### src/rtl/pipe_pkg.sv
// rtl/pipe_pkg.sv - shared encodings for the pipeline sequencing controller
// Contents: FSM state encoding, NOP bubble encoding, register-address width,
//           and the packed bundle of stage-register load/flush controls.
package pipe_pkg;

  localparam int REG_AW = 3;

  localparam logic [1:0] RUN      = 2'd0;
  localparam logic [1:0] MEM_WAIT = 2'd1;
  localparam logic [1:0] MUL_BUSY = 2'd2;
  localparam logic [1:0] HALT     = 2'd3;

  // Instruction word the stage registers load when their flush control is set.
  localparam logic [15:0] NOP_INSTR = 16'h0000;

  typedef struct packed {
    logic pc;
    logic ifid;
    logic idex;
    logic exmem;
    logic memwb;
    logic ifid_flush;
    logic idex_flush;
  } pipe_ctl_t;

  localparam pipe_ctl_t CTL_FLOW   = '{1'b1, 1'b1, 1'b1, 1'b1, 1'b1, 1'b0, 1'b0};
  localparam pipe_ctl_t CTL_FREEZE = '{1'b0, 1'b0, 1'b0, 1'b0, 1'b0, 1'b0, 1'b0};
  // Hold PC and IF/ID, push a bubble into ID/EX, let the back end drain.
  localparam pipe_ctl_t CTL_BUBBLE = '{1'b0, 1'b0, 1'b1, 1'b1, 1'b1, 1'b0, 1'b1};
  localparam pipe_ctl_t CTL_SQUASH = '{1'b1, 1'b1, 1'b1, 1'b1, 1'b1, 1'b1, 1'b1};

endpackage

### src/rtl/hazard_detect.sv
// rtl/hazard_detect.sv - combinational load-use hazard comparator
// Ports: id_rs1/id_rs2 + id_use_rs1/id_use_rs2 (ID sources and their use flags),
//        ex_rd + ex_is_load (EX destination and load flag),
//        load_use (ID instruction needs a value the EX load has not produced yet).
module hazard_detect #(
  parameter int REG_AW = 3
) (
  input  logic [REG_AW-1:0] id_rs1,
  input  logic [REG_AW-1:0] id_rs2,
  input  logic              id_use_rs1,
  input  logic              id_use_rs2,
  input  logic [REG_AW-1:0] ex_rd,
  input  logic              ex_is_load,
  output logic              load_use
);

  logic rs1_hit;
  logic rs2_hit;

  assign rs1_hit = id_use_rs1 && (id_rs1 == ex_rd);
  assign rs2_hit = id_use_rs2 && (id_rs2 == ex_rd);

  // R0 is hard-wired zero, so a load targeting it never creates a dependency.
  assign load_use = ex_is_load && (ex_rd != '0) && (rs1_hit || rs2_hit);

endmodule

### src/rtl/pipe_ctrl.sv
// rtl/pipe_ctrl.sv - pipeline sequencing controller for the 16-bit pipelined CPU
// Ports: clk, rst_n (async active-low);
//        id_* / ex_* / mem_* hazard and event inputs from the datapath;
//        *_ld, ifid_flush, idex_flush stage-register controls (combinational);
//        mul_done, halted, err, stall_cnt status.
module pipe_ctrl #(
  parameter int MUL_CYCLES  = 4,
  parameter int MEM_TIMEOUT = 255,
  parameter int REG_AW      = pipe_pkg::REG_AW
) (
  input  logic              clk,
  input  logic              rst_n,
  input  logic [REG_AW-1:0] id_rs1,
  input  logic [REG_AW-1:0] id_rs2,
  input  logic              id_use_rs1,
  input  logic              id_use_rs2,
  input  logic              id_halt,
  input  logic [REG_AW-1:0] ex_rd,
  input  logic              ex_is_load,
  input  logic              ex_br_taken,
  input  logic              ex_mul_start,
  input  logic              mem_req,
  input  logic              mem_ready,
  output logic              pc_ld,
  output logic              ifid_ld,
  output logic              idex_ld,
  output logic              exmem_ld,
  output logic              memwb_ld,
  output logic              ifid_flush,
  output logic              idex_flush,
  output logic              mul_done,
  output logic              halted,
  output logic              err,
  output logic [15:0]       stall_cnt
);

  import pipe_pkg::*;

  // mul_cnt counts the frozen MUL_BUSY cycles still to go before the done
  // cycle; with the issue cycle that gives MUL_CYCLES-1 frozen cycles and the
  // multiply leaves EX in the done cycle, MUL_CYCLES cycles after issue.
  localparam logic [3:0] MUL_LOAD   = 4'(MUL_CYCLES - 2);
  localparam logic [7:0] WAIT_LIMIT = 8'(MEM_TIMEOUT);

  logic [1:0]  state_q,     state_d;
  logic [3:0]  mul_cnt_q,   mul_cnt_d;
  logic [7:0]  wait_cnt_q,  wait_cnt_d;
  logic        err_q,       err_d;
  logic [15:0] stall_cnt_q, stall_cnt_d;

  pipe_ctl_t ctl;
  logic      load_use;
  logic      run_eval;
  logic      skip_mul;
  logic      mul_done_c;

  hazard_detect #(.REG_AW(REG_AW)) u_hazard (
    .id_rs1     (id_rs1),
    .id_rs2     (id_rs2),
    .id_use_rs1 (id_use_rs1),
    .id_use_rs2 (id_use_rs2),
    .ex_rd      (ex_rd),
    .ex_is_load (ex_is_load),
    .load_use   (load_use)
  );

  always_comb begin
    state_d    = state_q;
    mul_cnt_d  = mul_cnt_q;
    wait_cnt_d = wait_cnt_q;
    err_d      = err_q;
    ctl        = CTL_FREEZE;
    run_eval   = 1'b0;
    skip_mul   = 1'b0;
    mul_done_c = 1'b0;

    case (state_q)
      RUN: run_eval = 1'b1;
      MEM_WAIT: begin
        if (mem_ready) begin
          run_eval = 1'b1;
        end else if (wait_cnt_q == WAIT_LIMIT) begin
          state_d = HALT;
          err_d   = 1'b1;
        end else begin
          wait_cnt_d = wait_cnt_q + 8'd1;
        end
      end
      MUL_BUSY: begin
        if (mul_cnt_q == 4'd0) begin
          // The multiply is still presenting ex_mul_start; it must not re-issue.
          mul_done_c = 1'b1;
          run_eval   = 1'b1;
          skip_mul   = 1'b1;
        end else begin
          mul_cnt_d = mul_cnt_q - 4'd1;
        end
      end
      default: ctl = CTL_BUBBLE;
    endcase

    // Shared RUN decision, also taken in the cycle a wait or multiply retires,
    // so a back-to-back event is picked up without an idle cycle in between.
    if (run_eval) begin
      state_d = RUN;
      if (mem_req && !mem_ready) begin
        ctl        = CTL_FREEZE;
        state_d    = MEM_WAIT;
        wait_cnt_d = 8'd1;
      end else if (ex_mul_start && !skip_mul) begin
        ctl       = CTL_FREEZE;
        state_d   = MUL_BUSY;
        mul_cnt_d = MUL_LOAD;
      end else if (ex_br_taken) begin
        ctl = CTL_SQUASH;
      end else if (id_halt) begin
        ctl     = CTL_BUBBLE;
        state_d = HALT;
      end else if (load_use) begin
        ctl = CTL_BUBBLE;
      end else begin
        ctl = CTL_FLOW;
      end
    end

    stall_cnt_d = stall_cnt_q;
    if ((state_q != HALT) && !ctl.pc && (stall_cnt_q != 16'hFFFF)) begin
      stall_cnt_d = stall_cnt_q + 16'd1;
    end
  end

  always_ff @(posedge clk or negedge rst_n) begin
    if (!rst_n) begin
      state_q     <= RUN;
      mul_cnt_q   <= 4'd0;
      wait_cnt_q  <= 8'd0;
      err_q       <= 1'b0;
      stall_cnt_q <= 16'd0;
    end else begin
      state_q     <= state_d;
      mul_cnt_q   <= mul_cnt_d;
      wait_cnt_q  <= wait_cnt_d;
      err_q       <= err_d;
      stall_cnt_q <= stall_cnt_d;
    end
  end

  // Outputs are gated by rst_n so they drop the moment reset is asserted,
  // without waiting for the flops to clear.
  assign pc_ld      = rst_n && ctl.pc;
  assign ifid_ld    = rst_n && ctl.ifid;
  assign idex_ld    = rst_n && ctl.idex;
  assign exmem_ld   = rst_n && ctl.exmem;
  assign memwb_ld   = rst_n && ctl.memwb;
  assign ifid_flush = rst_n && ctl.ifid_flush;
  assign idex_flush = rst_n && ctl.idex_flush;
  assign mul_done   = rst_n && mul_done_c;
  assign halted     = rst_n && (state_q == HALT);
  assign err        = rst_n && err_q;
  assign stall_cnt  = rst_n ? stall_cnt_q : 16'd0;

endmodule

### config.mk
export PLATFORM = sky130hd
export DESIGN_NAME = pipe_ctrl
export DESIGN_NICKNAME = d
export VERILOG_FILES = /design/src/rtl/pipe_pkg.sv /design/src/rtl/hazard_detect.sv /design/src/rtl/pipe_ctrl.sv
export SDC_FILE = /design/constraint.sdc
export NUM_CORES = 1
export LEC_CHECK = 0
export ABC_AREA = 0
export BUFFER_PORTS_ARGS = -buffer_cell sky130_fd_sc_hd__buf_2
export CAP_MARGIN = 20
export CORE_AREA = 2 2 65 67
export DETAILED_ROUTE_END_ITERATION = 8
export DIE_AREA = 0 0 67 69
export PLACE_DENSITY = 0.82
export SYNTH_ARGS = -nofsm -noshare
export SYNTH_HDL_FRONTEND = slang
export SYNTH_SLANG_ARGS = --single-unit
### constraint.sdc
create_clock -name clk -period 3 [get_ports clk]
set_clock_uncertainty 0.2 [all_clocks]
set_input_delay 0.6 -clock clk [delete_from_list [all_inputs] [get_ports clk]]
set_output_delay 0.6 -clock clk [all_outputs]
set_load 0.05 [all_outputs]
# Yosys cells after proc, flatten, opt, wreduce, memory -nomap -nowiden
# Index checks and enable logic that the tools add are counted.
[totals] elab_cells=78 in_bits=19 mem_bits_rw=0 latch_bits=0 mem_bits_ro=0 reg_bits=31 n_memories=0
[op_classes] addsub=3 n_mux=30 mul=0 shift=0 n_eq_ne=9 reduce_logical=30 n_bitwise=1 div_mod_pow=0 order_cmp=0
[op_table] op="2-to-1 mux 7 bit" count=6
[op_table] op="2-to-1 mux 8 bit" count=5
[op_table] op="2-to-1 mux 4 bit" count=5
[op_table] op="logical AND 1 bit" count=18
[op_table] op="adder 16 x 1 -> 16 bit, second input constant" count=1
[op_table] op="2-to-1 mux 16 bit" count=1
[op_table] op="2-to-1 mux 2 bit" count=8
[op_table] op="inequality test 16 bit, second input constant" count=1
[op_table] op="adder 8 x 1 -> 8 bit, second input constant" count=1
[op_table] op="equality test 8 bit, second input constant" count=1
[op_table] op="equality test 3 bit" count=2
[op_table] op="AND reduction 3 bit" count=2
[op_table] op="2-to-1 mux 5 bit" count=1
[op_table] op="equality test 2 bit, second input constant" count=2
[op_table] op="zero test 4 bit" count=1
[op_table] op="nonzero test 2 bit" count=2
[op_table] op="subtractor 4 x 1 -> 4 bit, second input constant" count=1
[op_table] op="zero test 1 bit" count=3
[op_table] op="2-to-1 mux 1 bit" count=3
[op_table] op="case mux 1 bit (3 select lines)" count=1
[op_table] op="nonzero test 3 bit" count=1
[op_table] op="OR reduction 3 bit" count=1
[op_table] op="equality test 2 x 1 -> 1 bit, second input constant" count=1
[op_table] op="zero test 2 bit" count=1
[op_table] op="other kinds (4)" count=4

# Logic depth before layout (Yosys ltp)
[depth] depth_word=13 ltp_mapped=7 mapped_depth_nobuf=7

# By module
# A second synthesis with hierarchy kept.
[hier_totals] hier_cells=208 area_unflattened_um2=1974.4
[modules_own_cells] module="pipe_ctrl" area_each_um2=1896.8 n_inst=1 cells_each=198
[modules_own_cells] module="hazard_detect" area_each_um2=77.6 n_inst=1 cells_each=10

# Worst setup path before layout
# Ideal clock, no wire load.
[synth_timing] path_type="reg-to-output" startpoint="reg mul_cnt_q[0]" endpoint="out idex_flush" required_time_ns=2.200 n_path_buf=0 path_slack_ns=-1.106 t_arrival_ns=3.306 stages_incl_launch_ff=8 cell_sequence="dfrtp_1 inv_1 ha_1 or3b_4 o21ai_4 a21oi_1 nor2_1 a21boi_0"
[synth_via] elab_chain_len=9 word_cells_on_any_way=10 cone_classes="mux: 6; reduce/logical: 4"
[synth_rtl] element="start: declaration" line_no="pipe_ctrl.sv:46" source="logic [3:0] mul_cnt_q, mul_cnt_d;"
[synth_rtl] element="start signal: assignment" line_no="pipe_ctrl.sv:141" source="mul_cnt_q <= mul_cnt_d;"
[synth_rtl] element="zero test 4 bit *" line_no="pipe_ctrl.sv:90" source="if (mul_cnt_q == 4'd0) begin"
[synth_rtl] element="2-to-1 mux 1 bit *" line_no="pipe_ctrl.sv:90"
[synth_rtl] element="2-to-1 mux 1 bit" line_no="pipe_ctrl.sv:77" source="case (state_q)"
[synth_rtl] element="zero test 1 bit" line_no="pipe_ctrl.sv:110" source="end else if (ex_mul_start && !skip_mul) begin"
[synth_rtl] element="logical AND 1 bit" line_no="pipe_ctrl.sv:110"
[synth_rtl] element="2-to-1 mux 7 bit" line_no="pipe_ctrl.sv:110"
[synth_rtl] element="2-to-1 mux 7 bit" line_no="pipe_ctrl.sv:106" source="if (mem_req && !mem_ready) begin"
[synth_rtl] element="2-to-1 mux 7 bit *" line_no="pipe_ctrl.sv:104" source="if (run_eval) begin"
[synth_rtl] element="logical AND 1 bit *" line_no="pipe_ctrl.sv:156" source="assign idex_flush = rst_n && ctl.idex_flush;"
[synth_rtl] element="end: declaration" line_no="pipe_ctrl.sv:30" source="output logic idex_flush,"
# Mark *: on every way between the ends. The rest lies on a longest branch, timed or not.

# Worst setup path in the final report
[layout_timing] startpoint="reg mul_cnt_q[1]" endpoint="out idex_flush"
# The elaborated chain is that of the path after synthesis.

==> out/metrics.cfg <==
[run_status]
status = completed

[pwr]
p_comb_share_pct = 46.6
irDropWorstVdd_uv = 512
p_sw_uw = 900
swShare_pct = 43.7
p_seq_share_pct = 32.7
p_leak_nw = 1.20
p_int_mw = 1.16
fin_total_pwr_mw = 2.06
p_clk_share_pct = 20.7
p_per_area_nw_per_um2 = 814

[place]
hpwl_um = 3270
place.gp.congestion = 0.846
placed_area_um2 = 2340
port_buffers = 44

[yosys]
synth_xor_area_share_pct = 11.5
synth_warnings = 0
syn_avg_cell_area_um2 = 9.82
syn-num-nets = 231
synth.yosys.seq_area_share_pct = 37.8
ys_async_sr_fraction_pct = 100
synth_cell_types = 50
ys_ff_latch = 31
synth-main-ff-cell = dfrtp_1
synth_common_cells = dfrtp_1 (31), and2_1 (19), nor2_1 (16)
ys_top_cells_by_area = dfrtp_1 (38%), xor2_1 (6.0%), and2_1 (5.8%)
synthSimpleGateAreaFrac_pct = 26.5
netlist_area_um2 = 2050
synth.most_common_cell = dfrtp_1
synthCells = 209
synth_edf_count = 0
synth_top_family_by_area = simple AND/OR/NAND/NOR gates
synth_top_area_share_pct = 37.8
synthAdderAreaFrac_pct = 1.83
synth_compound_area_share_pct = 17.4
synth.largest_area_cell = dfrtp_1
synthMuxAreaShare_pct = 1.71

[cells_and_area]
finalInstanceArea_um2 = 2530
areaGrowthSynthToFinish_pct = 23.2
nets = 279
fin_util_pct = 64.6
diodes = 0
drive_gt1_share_pct = 31.0
fillCellCount = 334

[die]
start_util_pct = 52.4
num_rows = 23
die_h_um = 69
dieWidth_um = 67
io_pins = 45
die_area_um2 = 4620
core_area_um2 = 3910

[clock_network]
clk_latency_ps = 280
ctsHtreeMaxLevel = 2
clockBufferDepth = 2
cts_tree = done
cts_root_buffer = clkbuf_8
cts_made_buffers = 5
clk_pin_slew_worst_paths_ps = 70
cts.sinks = 31
hold_buffers = 0

[drt]
wl_per_cell_um = 14.2
drtPass1Iterations = 4
vias_per_cell = 5.55
drtIter0Drc = 88
antenna_left = 0
wirelength_um = 4380
vias = 1708
route.detailed.drc = 0

[setup_path]
critical_path.cell_chain = inv_1, ha_4, or3b_4, o21ai_4, a21oi_2, nor2_4, a21boi_4, buf_6
critPathLaunchType = register
crit_buf_inv = 2
critical_path_class = reg -> out
slowest_delay_ps = 440
cp.arrival_ps = 2140
cp_max_fo = 6
cpMaxStageDelayCell = or3b_4
cp-end-kind = output port
cp.required_ps = 2200
r2r-start = mul_cnt_q[1]$_DFF_PN0_
crit_start = mul_cnt_q[1]$_DFF_PN0_
cp_top_family = simple AND/OR/NAND/NOR gates

[sta]
period_minus_slack_ps = 2940
hold_slack_ps = 18.7
rsz0062_at_grt = true
tightest_slew_ps = 557
slew_violations = 0
max_freq_mhz = 340
setup_viol_count_final = 0
finalHoldViolCount = 0
fin_crit_sh_pct = 98.1
relSlewSlack_pct = 62.8

[global_route]
grt-ovfl-total = 0
grt_usage_pct = 19.8
grt_pass1_vias = 1581
antenna_found_initial = 0
grt_max_degree = 32
grt_first_pass_wirelength_um = 7250

[job]
maxCapViolCount = 0

[hold_path]
hp-class = in -> async

[logic make-up after synthesis]
logic type,Yosys count
compound gates,37
buf+inv,13
mux,3
xor+xnor,27
fa+ha+maj,3
simple gates,95
flops,31
[layout make-up]
class                      instances  area (um2)  area share [%]
inverter                           4        15.0           0.594
clock buffer                       6        82.6            3.27
multi-input combinational        165        1260            49.9
tap                               50        62.6            2.48
clock inverter                     2        35.0            1.39
sequential                        31         776            30.7
timing repair buffer              50         295            11.7
[cell usage in the layout, fill, tap and decap left out, types with 2 or more instances in the layout]
| cell type | instances |
|---|---|
| nand2_1 | 12 |
| nand3_1 | 8 |
| o2111ai_1 | 2 |
| nand2b_1 | 4 |
| buf_2 | 40 |
| nand4_1 | 7 |
| ha_1 | 2 |
| and2_1 | 18 |
| inv_1 | 3 |
| o211ai_1 | 2 |
| buf_4 | 7 |
| a211oi_1 | 7 |
| a2111oi_4 | 2 |
| o21ai_0 | 4 |
| xor2_1 | 14 |
| and3_1 | 9 |
| nor2_1 | 15 |
| xnor2_1 | 13 |
| dfrtp_1 | 31 |
| buf_6 | 2 |
| nor3_1 | 4 |
| a21oi_1 | 2 |
| a21oi_2 | 2 |
| and4_1 | 3 |
| clkbuf_8 | 6 |
| and4_4 | 2 |
| nor2b_1 | 3 |
| mux2i_1 | 2 |
[flip-flops by register name (all words and copies together), names as in the netlist]
register / flops
err_q: 1
mul_cnt_q: 4
stall_cnt_q: 16
state_q: 2
wait_cnt_q: 8
[worst reg2reg max path, delay by kind of cell, from the launching register on]
kind	cells	cell delay (ps)
buffers and inverters	1	100
adder cells (fa/ha/maj)	1	160
flip-flops	1	380
multiplexers	1	310
AO/OA/AOI/OAI	1	110
AND/OR/NAND/NOR	3	830
[timing repair]
action                                  CTS  global route
setup buffers                             0             3
hold endpoints to repair                  0             0
endpoints found under the setup margin    4             7
pin swaps                                 0             4
resized for setup                         9             5
[power by group through the flow]
| stage | sequential [mW] | clock (mW) | combinational [mW] |
|---|---|---|---|
| floorplan | 0.607 | 0 | 0.782 |
| global placement | 0.672 | 0 | 0.865 |
| detailed placement | 0.677 | 0 | 0.886 |
| CTS | 0.671 | 0.435 | 0.911 |
| global route | 0.695 | 0.456 | 1.03 |
| finish | 0.674 | 0.425 | 0.959 |
[final timing paths]
check	slack, ps	to	cells after the start
min reg2reg	270	err_q$_DFFE_PN0P_	1
max in group asynchronous	1970	mul_cnt_q[0]$_DFF_PN0_	3
min	20	state_q[0]$_DFFE_PN0P_	1
max reg2reg	820	stall_cnt_q[1]$_DFFE_PN0P_	7
min in group clk	270	err_q$_DFFE_PN0P_	1
max	60	idex_flush	8
[through the flow]
stage	setup TNS, ps	std cells	setup WS [ps]
floorplan	0	209	69.3
global placement	0	297	243
detailed placement	0	297	172
CTS	-45.0	305	-18.2
global route	-28.3	308	-28.3
finish	0	308	58.3
[routing by layer]
| metal | vias to the layer above | GRT usage (%) | wire [um] |
|---|---|---|---|
| li1 | 854 | - | - |
| met1 | 801 | 26.4 | 1970 |
| met2 | 45 | 31.7 | 2180 |
| met5 | - | 0 | 0 |
| met3 | 8 | 4.24 | 153 |
| met4 | 0 | 6.58 | 74 |
(Power assumes the default switching activity.)
